[src/rtl/key_debounce_multi.sv]
// Multi-channel key debouncer: 2-FF sync, per-channel stability filter and a
// hold FSM producing press / release / long-press / auto-repeat pulses.
module key_debounce_multi #(
   parameter int unsigned N_KEYS       = 4,
   parameter bit          ACTIVE_LOW   = 1'b1,
   parameter int unsigned DEBOUNCE_CYC = 1250000,
   parameter int unsigned LONG_CYC     = 125000000,
   parameter int unsigned REPEAT_CYC   = 25000000,
   parameter int unsigned CNT_W        = 32
) (
   input  logic              clk,
   input  logic              rst,
   input  logic [N_KEYS-1:0] kin,
   output logic [N_KEYS-1:0] kout,
   output logic [N_KEYS-1:0] pressed,
   output logic [N_KEYS-1:0] press_pulse,
   output logic [N_KEYS-1:0] release_pulse,
   output logic [N_KEYS-1:0] long_pulse,
   output logic [N_KEYS-1:0] repeat_pulse
);

   localparam logic [1:0] ST_IDLE = 2'd0;
   localparam logic [1:0] ST_HELD = 2'd1;
   localparam logic [1:0] ST_LONG = 2'd2;

   localparam logic [CNT_W-1:0] DEB_LAST  = CNT_W'(DEBOUNCE_CYC - 1);
   localparam logic [CNT_W-1:0] LONG_LAST = CNT_W'(LONG_CYC - 1);
   localparam logic [CNT_W-1:0] REP_LAST  = CNT_W'((REPEAT_CYC == 0) ? 32'd0 : REPEAT_CYC - 1);

   function automatic logic [CNT_W-1:0] sat_inc(input logic [CNT_W-1:0] x);
      return (&x) ? x : x + 1'b1;
   endfunction

   logic [N_KEYS-1:0] sync1, sync2;

   always_ff @(posedge clk or posedge rst) begin
      if (rst) begin
         sync1 <= {N_KEYS{ACTIVE_LOW}};
         sync2 <= {N_KEYS{ACTIVE_LOW}};
      end else begin
         sync1 <= kin;
         sync2 <= sync1;
      end
   end

   for (genvar i = 0; i < N_KEYS; i++) begin : g_ch
      logic [1:0]       state;
      logic             prs_q, kout_q, pp_q, rp_q, lp_q, ep_q;
      logic [CNT_W-1:0] deb_cnt, hold_cnt, rep_cnt;
      logic             s, acc, acc_press, acc_rel;

      // s is the synchronised pin normalised so that 1 means pressed
      assign s         = sync2[i] ^ ACTIVE_LOW;
      assign acc       = (s != prs_q) && (deb_cnt == DEB_LAST);
      assign acc_press = acc && s;
      assign acc_rel   = acc && !s;

      always_ff @(posedge clk or posedge rst) begin
         if (rst) begin
            state    <= ST_IDLE;
            prs_q    <= 1'b0;
            kout_q   <= ACTIVE_LOW;
            pp_q     <= 1'b0;
            rp_q     <= 1'b0;
            lp_q     <= 1'b0;
            ep_q     <= 1'b0;
            deb_cnt  <= '0;
            hold_cnt <= '0;
            rep_cnt  <= '0;
         end else begin
            pp_q <= 1'b0;
            rp_q <= 1'b0;
            lp_q <= 1'b0;
            ep_q <= 1'b0;

            if (s != prs_q) begin
               if (acc) begin
                  prs_q   <= s;
                  kout_q  <= s ^ ACTIVE_LOW;
                  deb_cnt <= '0;
               end else begin
                  deb_cnt <= sat_inc(deb_cnt);
               end
            end else begin
               deb_cnt <= '0;
            end

            // Release wins over a coincident long/repeat event
            case (state)
               ST_IDLE: begin
                  if (acc_press) begin
                     state    <= ST_HELD;
                     pp_q     <= 1'b1;
                     hold_cnt <= '0;
                  end
               end
               ST_HELD: begin
                  if (acc_rel) begin
                     state    <= ST_IDLE;
                     rp_q     <= 1'b1;
                     hold_cnt <= '0;
                     rep_cnt  <= '0;
                  end else if (hold_cnt == LONG_LAST) begin
                     state    <= ST_LONG;
                     lp_q     <= 1'b1;
                     rep_cnt  <= '0;
                     hold_cnt <= sat_inc(hold_cnt);
                  end else begin
                     hold_cnt <= sat_inc(hold_cnt);
                  end
               end
               ST_LONG: begin
                  if (acc_rel) begin
                     state    <= ST_IDLE;
                     rp_q     <= 1'b1;
                     hold_cnt <= '0;
                     rep_cnt  <= '0;
                  end else if (REPEAT_CYC != 0) begin
                     if (rep_cnt == REP_LAST) begin
                        ep_q    <= 1'b1;
                        rep_cnt <= '0;
                     end else begin
                        rep_cnt <= sat_inc(rep_cnt);
                     end
                  end
               end
               default: state <= ST_IDLE;
            endcase
         end
      end

      assign pressed[i]       = prs_q;
      assign kout[i]          = kout_q;
      assign press_pulse[i]   = pp_q;
      assign release_pulse[i] = rp_q;
      assign long_pulse[i]    = lp_q;
      assign repeat_pulse[i]  = ep_q;
   end

endmodule

[config.mk]
export PLATFORM = sky130hd
export DESIGN_NAME = key_debounce_multi
export DESIGN_NICKNAME = d
export VERILOG_FILES = /design/src/rtl/key_debounce_multi.sv
export SDC_FILE = /design/constraint.sdc
export NUM_CORES = 1
export LEC_CHECK = 0
export ABC_AREA = 1
export CELL_PAD_IN_SITES_DETAIL_PLACEMENT = 0
export CELL_PAD_IN_SITES_GLOBAL_PLACEMENT = 1
export CORE_ASPECT_RATIO = 1.2
export CORE_MARGIN = 3
export CORE_UTILIZATION = 51
export CTS_BUF_LIST = sky130_fd_sc_hd__clkbuf_2
export DETAILED_ROUTE_END_ITERATION = 6
export PLACE_DENSITY_LB_ADDON = 0.05
export SYNTH_ARGS = -nofsm -noshare
export SYNTH_HDL_FRONTEND = slang
export SYNTH_SLANG_ARGS = --single-unit
export TNS_END_PERCENT = 50
[constraint.sdc]
create_clock -name clk -period 30.9 [get_ports clk]
set_input_delay 3.09 -clock clk [delete_from_list [all_inputs] [get_ports clk]]
set_output_delay 3.09 -clock clk [all_outputs]
set_load 0.02 [all_outputs]
Word-level counts from Yosys, hierarchy flattened. Index checks and enable logic that the tools add are counted.

Register bits: 424. Input port bits: 6.

Add/subtract/negate cells: 12. Equal/unequal tests: 48. Multiplexer cells: 116. Bitwise logic cells: 4. Reductions and logical operators: 56.

Operators by type and width (number): $mux W32 (48); $add A32 B1 Y32 const B (12); $pmux W32 S3 (4); $reduce_and A32 Y1 (12); $pmux W32 S2 (4); $eq A32 B21 Y1 const B (4); $eq A32 B25 Y1 const B (4); $eq A32 B27 Y1 const B (4); $mux W1 (40); $ne A3 B3 Y1 const B (12); $mux W2 (16); $pmux W2 S3 (4); $reduce_and A3 Y1 (8); $ne A2 B2 Y1 const B (8); $ne A4 B4 Y1 const B (4); $reduce_and A4 Y1 (4); $logic_and A1 B1 Y1 (12); $reduce_bool A3 Y1 (4); $eq A2 B1 Y1 const B (4); $eq A2 B2 Y1 const B (4); $logic_not A2 Y1 (4); $reduce_and A2 Y1 (4); $reduce_bool A2 Y1 (4); $reduce_or A2 Y1 (4); other kinds (2) (8).

Depth between registers and ports, before layout. Gate-level depths: netlist of the first run.

Depth after elaboration: 6. Depth in mapped cells: 14.

Least setup slack after synthesis of the first run. Ideal clock, no wire load.

Kind: reg2out. From: register g_ch[0].kout_q. To: output kout[0]. Arrival: 0.630 ns. Required time: 27.810 ns. Path slack: 27.180 ns. Stages on the path, launching flop included: 2. Path through: dfstp_2 -> buf_4.

RTL lines: start: declaration (line 48) `logic prs_q, kout_q, pp_q, rp_q, lp_q, ep_q;`; start signal: assignment (line 79) `kout_q <= s ^ ACTIVE_LOW;`; end: declaration (line 14) `output logic [N_KEYS-1:0] kout,`.

No word-level cell between the ends.

==> impl_metrics.toml, run 1 <==
[worst_setup_path]
endpoint_kind = "asynchronous set/reset pin"
worstPathBufferInverterCount = 5
critPathArrivalTime_ns = 6.72
worstSetupPathType = "input pin to asynchronous set/reset pin"
worst-r2r-setup-slack_ns = 27.25
worstPathMaxFanout = 109
setup.worst_path.start_class = "input pin"
critical-path-max-stage-delay_ns = 0.89
r2r_startpoint = "g_ch[2].deb_cnt[0]"
worstReg2RegEnd = "g_ch[2].rep_cnt[4]"
path_cells = "clkdlybuf4s50_1 -> inv_8 -> buf_4 -> buf_4 -> buf_4"
critPathTopFamily = "buffers and inverters"
ff2ff_path_depth = 9
cp_slowest_cell = "sky130_fd_sc_hd__buf_4"
cp.depth = 5
critical_path.most_common_cell = "sky130_fd_sc_hd__buf_4"
worst_ep_required_time_ns = 31.99

[min_path]
hold_path_origin = "sync1[2]"
hp-class = "flop to flop"
holdPathEnd = "sync2[2]"
min_path_cells = 0

[die]
die-height_microns = 270
die_x_microns = 226
start_util_pct = 51.7
floorplan.io_pins = 30
design.die.area_sq_mm = 0.0611
core_region_sq_mm = 0.0573
placement_rows = 96

[synth]
netlist_area_sq_mm = 0.0296
ys_async_sr_fraction_pct = 100
synth_fp_nets = 4707
synth_area_per_cell_sq_um = 6.34
ys_types = 49
synth.yosys.warnings = 0
synth_enable_flop_cells = 0
ys_seq_area_share_pct = 35.8
ys_ff_latch = 424
synthCells = 4673
synth-main-ff-cell = "sky130_fd_sc_hd__dfrtp_1"
synth_top_area_share_pct = 34.8
netlist.top_cell.by_area = "sky130_fd_sc_hd__dfrtp_1"
synth.top_cells.by_area = "sky130_fd_sc_hd__dfrtp_1, sky130_fd_sc_hd__nand2_1, sky130_fd_sc_hd__nor2_1, sky130_fd_sc_hd__nand3_1, sky130_fd_sc_hd__inv_1"

[route]
via_count = 29400
total_drc_errors_in_the_routed_layout = 0
postRouteWirelength_mm = 82.2
drt_iter0_markers = 1934
drtAntennaViolNets = 0
via_per_inst = 5.31
wire_length_per_cell_after_detailed_routing_microns = 14.8
detail_route.first_pass.iterations = 6

[timing]
period_needed_ns = 5.63
final_setup_viols = 0
maxSlewViolCount = 0
setup_total_negative_slack_ns = 0
finClkSkew_ns = 0.0852
final_hold_viol_count = 0
worst_max_slew_pin_slew_ns = 1.20
setup_ws_ns = 25.27
maxSlewHeadroom_pct = 20.1
grt_setup_unrepaired = "false"
min_period_over_period_pct = 18.2
timing.fmax_mhz = 178

[global_routing]
globalRouteTotalUtil_pct = 27.3
globalRouteOverflowTotal = 0
grt_pass1_vias = 28200
grt_pass1_wl_mm = 139
grt_max_degree = 110
antenna_found_initial = 1

[clock_network]
cts_buffer_depth = 3
clkTransAtPathRegs_ns = 0.08
clk-insertion-delay-late_ns = 1.13
cts_resized = 0
post_cts_setup_repair_buffer_count = 0
tritoncts.num_buffers = 112
cts.htree.levels = 3
cts.root.buffer_cell = "sky130_fd_sc_hd__clkbuf_2"
cts.sinks = 424
postCtsHoldBufs = 0
clock_tree_from_tritoncts = "built"

[placement]
placement.cell_area_sq_mm = 0.0303
routabilityCongestion = 0.908
port-buffer-count = 29
place_ws_ns = 23.91
dp.final_hpwl_mm = 59.6

[flow_run]
maxCapViolCount = 0

[outcome]
result_of_the_run = "finished clean"

[layout]
layout_cells_sized_above_1_pct = 6.27
design.final.nets = 4744
final_cell_area_sq_mm = 0.0314
area_growth_syn_to_layout_pct = 5.84
fill_cells = 6048

[power]
total_power_uw = 987
vdd.ir_drop.worst_uv = 28.9
power_density_mw_per_mm2 = 31.5
power.leakage_uw = 0.0135
-- state kept, by name, summed over array words and instances, names as in the netlist --
| signal | count |
|---|---|
| sync2 | 4 |
| g_ch.ep_q | 4 |
| g_ch.rp_q | 4 |
| g_ch.pp_q | 4 |
| g_ch.state | 8 |
| g_ch.rep_cnt | 128 |
| g_ch.lp_q | 4 |
| g_ch.deb_cnt | 128 |
| g_ch.prs_q | 4 |
| g_ch.hold_cnt | 128 |
| g_ch.kout_q | 4 |
| sync1 | 4 |
-- per-stage QoR --
stage,std cells,hold WS (ns),util (%)
2_1_floorplan,4673,0.345,-
3_3_place_gp,5331,0.350,52.9
3_5_place_dp,5331,0.347,52.9
4_1_cts,5537,0.364,54.7
5_1_grt,5538,0.371,54.7
6_report,5539,0.363,54.8
-- placed cells by master (no fill, tap or decap), types with 5 or more instances in the layout --
cell	n
sky130_fd_sc_hd__o21ai_0	184
sky130_fd_sc_hd__nor3_1	196
sky130_fd_sc_hd__o21ai_1	19
sky130_fd_sc_hd__nand3_1	483
sky130_fd_sc_hd__dfrtp_1	412
sky130_fd_sc_hd__and3_1	10
sky130_fd_sc_hd__buf_4	22
sky130_fd_sc_hd__nand2_1	1442
sky130_fd_sc_hd__nand3_2	7
sky130_fd_sc_hd__and2_1	6
sky130_fd_sc_hd__nor2_1	864
sky130_fd_sc_hd__nor2_2	12
sky130_fd_sc_hd__clkinv_1	28
sky130_fd_sc_hd__xor2_1	61
sky130_fd_sc_hd__nor3b_1	14
sky130_fd_sc_hd__a31oi_1	9
sky130_fd_sc_hd__o31ai_1	20
sky130_fd_sc_hd__nand4_1	110
sky130_fd_sc_hd__inv_1	456
sky130_fd_sc_hd__clkinv_2	6
sky130_fd_sc_hd__dfstp_2	12
sky130_fd_sc_hd__clkbuf_2	168
sky130_fd_sc_hd__nor4_1	16
sky130_fd_sc_hd__inv_2	8
sky130_fd_sc_hd__nand3b_1	10
sky130_fd_sc_hd__nand2_2	5
sky130_fd_sc_hd__or2_2	35
sky130_fd_sc_hd__a21oi_1	51
sky130_fd_sc_hd__a21o_1	14
sky130_fd_sc_hd__o21ai_2	5
sky130_fd_sc_hd__ha_1	28
sky130_fd_sc_hd__nor2_4	8
sky130_fd_sc_hd__clkdlybuf4s50_1	29
sky130_fd_sc_hd__xnor2_1	23
-- synth_stat cells, types with 14 or more instances --
cell type                  instances
sky130_fd_sc_hd__a21o_1           14
sky130_fd_sc_hd__a21oi_1          51
sky130_fd_sc_hd__buf_2            53
sky130_fd_sc_hd__buf_4            32
sky130_fd_sc_hd__clkbuf_1         35
sky130_fd_sc_hd__dfrtp_1         412
sky130_fd_sc_hd__ha_1             28
sky130_fd_sc_hd__inv_1           457
sky130_fd_sc_hd__nand2_1        1442
sky130_fd_sc_hd__nand3_1         483
sky130_fd_sc_hd__nand4_1         110
sky130_fd_sc_hd__nor2_1          864
sky130_fd_sc_hd__nor3_1          196
sky130_fd_sc_hd__nor3b_1          14
sky130_fd_sc_hd__nor4_1           16
sky130_fd_sc_hd__o21ai_0         184
sky130_fd_sc_hd__o21ai_1          19
sky130_fd_sc_hd__o31ai_1          20
sky130_fd_sc_hd__or2_2            35
sky130_fd_sc_hd__xnor2_1          23
sky130_fd_sc_hd__xor2_1           61
-- where the power goes --
part	switching, uW	total, uW	internal, uW
Sequential	1.83	559	557
Clock	246	409	163
Combinational	16.8	20.0	3.20
Total	265	987	723
-- cell families after synthesis --
| logic type | synth area share (%) |
|---|---|
| AO/OA/AOI/OAI | 5.94 |
| adder cells (fa/ha/maj) | 1.18 |
| buffers and inverters | 8.26 |
| flip-flops | 35.8 |
| XOR/XNOR | 2.48 |
| AND/OR/NAND/NOR | 46.3 |
-- worst register-to-register path: cells and delay by family, from the launching register on --
kind / cells / cell delay, ns
fa+ha+maj: 1 / 0.27
compound gates: 1 / 0.52
flops: 1 / 0.40
simple gates: 7 / 2.28
-- how the worst max path moves through the flow --
stage / startpoint / end
after floorplan: rst / g_ch[0].deb_cnt[0]
after global placement: rst / g_ch[1].hold_cnt[26]
after detailed placement: rst / g_ch[1].hold_cnt[26]
after CTS: rst / g_ch[2].deb_cnt[13]
after global routing: rst / g_ch[1].hold_cnt[20]
final: rst / g_ch[2].deb_cnt[13]
-- metal layers --
metal	track usage, %	vias up	routed length [microns]
met5	0	-	0
met4	10.5	0	2760
met3	3.52	182	3320
met2	46.8	656	39300
met1	35.1	13400	36900
li1	-	15100	-
-- area by class of cell --
cell class              instances  area (sq um)  share of cell area (%)
multi-input cells            3657         16600                    52.8
clock inverters                38           208                   0.662
flip-flops and latches        424         10600                    33.9
well taps                     735           920                    2.93
repair buffers                 51           455                    1.45
clock buffers                 168           841                    2.68
inverters                     464          1750                    5.58
diodes                          2          5.00                  0.0160
Note: power is estimated with default switching activity, not from simulation.
==> inputs of run 2 (changes only) <==
- CORE_UTILIZATION: 51 -> 43
- clock period: 30.9 -> 4.5 ns (I/O delays scaled with it)
==> run 2 against run 1 <==
Clock power rose to 7.0 times the previous value. Total power rose to 6.9 times the previous value. Non-clock buffer count up 19. Clock-buffer cell count down 4. Core utilization down 7.8 points. Via count down 0.78%. Worst hold slack worse by 0.10 ns. Die area up 18%. Routed wire length up 6.6%. Sequential power rose to 6.9 times the previous value. Global-route usage down 2.8 points. Critical path depth up 8. Largest cell class unchanged.
==> impl_metrics.toml, run 2 (same netlist as run 1, synthesis figures left out) <==
[worst_setup_path]
endpoint_kind = "flop"
cp_slowest_cell = "sky130_fd_sc_hd__nand2_2"
worstSetupPathType = "flop to flop"
worstPathMaxFanout = 32
critical_path.most_common_cell = "sky130_fd_sc_hd__nand2_1"
worst-r2r-setup-slack_ns = 1.01
setup.worst_path.start_class = "flop"
critPathArrivalTime_ns = 4.48
critical-path-max-stage-delay_ns = 0.51
r2r_startpoint = "g_ch[3].deb_cnt[1]"
critPathTopFamily = "simple AND/OR/NAND/NOR gates"
worst_setup_path_startpoint = "g_ch[3].deb_cnt[1]"
worstPathBufferInverterCount = 1
path_cells = "ha_1 -> nand2_1 -> nor2_1 -> nand2_1 -> nor2_1 -> nand3_1 -> nand2_1 -> buf_4 -> nor2_1 -> nand2_1 -> nand2_2 -> nand2_1 -> nand2_1"
worst_ep_required_time_ns = 5.49

[clock_network]
clkTransAtPathRegs_ns = 0.11
tritoncts.num_buffers = 117
cts.root.buffer_cell = "sky130_fd_sc_hd__clkbuf_2"
clk-insertion-delay-late_ns = 1.19
post_cts_setup_repair_buffer_count = 0
cts_buffer_depth = 3
cts.sinks = 424
clock_tree_from_tritoncts = "built"
cts.htree.levels = 3

[route]
via_count = 29200
via_per_inst = 5.09
postRouteWirelength_mm = 87.7
total_drc_errors_in_the_routed_layout = 0
wire_length_per_cell_after_detailed_routing_microns = 15.3
drt_iter0_markers = 1756
detail_route.first_pass.iterations = 6
drtAntennaViolNets = 0

[global_routing]
met1_track_demand_over_resource_pct = 31.9
met2_usage_pct = 42.4
grt_pass1_wl_mm = 146
grt_busiest_layer = "met2"
globalRouteOverflowTotal = 0
globalRouteTotalUtil_pct = 24.5
grt_pass1_vias = 28500
antenna_found_initial = 1
grt_max_degree = 93
groute.layer.met3.usage_pct = 3.19

[power]
power.leakage_uw = 0.0136
total_power_uw = 6830
power_density_mw_per_mm2 = 215
vdd.ir_drop.worst_uv = 147

[timing]
maxSlewHeadroom_pct = 28.5
setup_total_negative_slack_ns = 0
finClkSkew_ns = 0.0940
final_setup_viols = 0
timing.fmax_mhz = 287
period_needed_ns = 3.49
min_period_over_period_pct = 77.5
maxSlewViolCount = 0
final_hold_viol_count = 0
grt_setup_unrepaired = "false"
worst_max_slew_pin_slew_ns = 1.07

[die]
placement_rows = 104
core_region_sq_mm = 0.0677
die-height_microns = 294
design.die.area_sq_mm = 0.0721
start_util_pct = 43.8
floorplan.io_pins = 30
die_x_microns = 246

[placement]
port-buffer-count = 29
dp.final_hpwl_mm = 64.3
routabilityCongestion = 0.901

[layout]
area_growth_syn_to_layout_pct = 7.13
layout_cells_sized_above_1_pct = 6.53
most_common_cell_after_layout_fill_and_taps_aside = "sky130_fd_sc_hd__nand2_1"
largestRegisters = "g_ch.deb_cnt x128, g_ch.hold_cnt x128, g_ch.rep_cnt x128"
design.final.nets = 4768
leading_cell_types_in_the_layout_fill_and_taps_excluded = "sky130_fd_sc_hd__nand2_1, sky130_fd_sc_hd__nor2_1, sky130_fd_sc_hd__nand3_1"

[flow_run]
maxCapViolCount = 0

[min_path]
hp-class = "input pin to asynchronous set/reset pin"

[outcome]
result_of_the_run = "finished clean"
[run 2: repair_timing]
action | in CTS | in global routing
gates resized for setup | 0 | 0
endpoints found under the hold margin | 18 | 0
hold buffers | 5 | 0
[run 2: cell type report]
type	count	area [sq um]
clock buffer	164	821
clock inverter	48	228
tap	901	1130
antenna	1	2.50
timing repair buffer	70	636
multi-input combinational	3657	16600
sequential	424	10600
fill	7358	35900
inverter	464	1750
[run 2: worst paths after layout]
kind	to	cells after the start
worst min register to register	sync2[1]	0
max in group asynchronous	g_ch[0].rp_q	4
worst max register to register	g_ch[3].hold_cnt[3]	13
worst min-delay path	g_ch[2].deb_cnt[11]	3
worst max-delay path	g_ch[3].hold_cnt[3]	13
min in group clk	sync1[3]	2
[run 2: metrics by stage]
| step | hold slack [ns] | setup slack (ns) | cells | util (%) | instance area [sq um] |
|---|---|---|---|---|---|
| global route | 0.161 | 0.637 | 5729 | 46.9 | 31800 |
| floorplan | 0.345 | -1.66 | 4673 | - | 29600 |
| global placement | 0.347 | 1.17 | 5511 | 45.3 | 30700 |
| finish | 0.261 | 1.01 | 5729 | 46.9 | 31800 |
| CTS | 0.0523 | 0.955 | 5728 | 46.9 | 31700 |
| detailed placement | 0.347 | 1.03 | 5511 | 45.3 | 30700 |
[run 2: where the power goes]
part | switching, uW | internal (uW) | leakage [uW] | total, uW
logic | 123 | 29.4 | 0.00688 | 152
registers | 12.8 | 3820 | 0.00587 | 3840
clock network | 1790 | 1060 | 0.000803 | 2850
[run 2: routing by layer]
metal	vias to the layer above	share of wire (%)	wire, microns
met5	-	0	0
met1	13300	46	40400
met4	0	2.1	1840
met2	523	48	42100
met3	121	3.8	3340
li1	15200	-	-
[run 2: worst register-to-register path, cell delays in order (launching register included)]
cell and delay (ns):
sky130_fd_sc_hd__dfrtp_1 0.40, sky130_fd_sc_hd__ha_1 0.25, sky130_fd_sc_hd__nand2_1 0.12, sky130_fd_sc_hd__nor2_1 0.12, sky130_fd_sc_hd__nand2_1 0.05, sky130_fd_sc_hd__nor2_1 0.22, sky130_fd_sc_hd__nand3_1 0.47, sky130_fd_sc_hd__nand2_1 0.18
sky130_fd_sc_hd__buf_4 0.31, sky130_fd_sc_hd__nor2_1 0.09, sky130_fd_sc_hd__nand2_1 0.36, sky130_fd_sc_hd__nand2_2 0.51, sky130_fd_sc_hd__nand2_1 0.18, sky130_fd_sc_hd__nand2_1 0.07
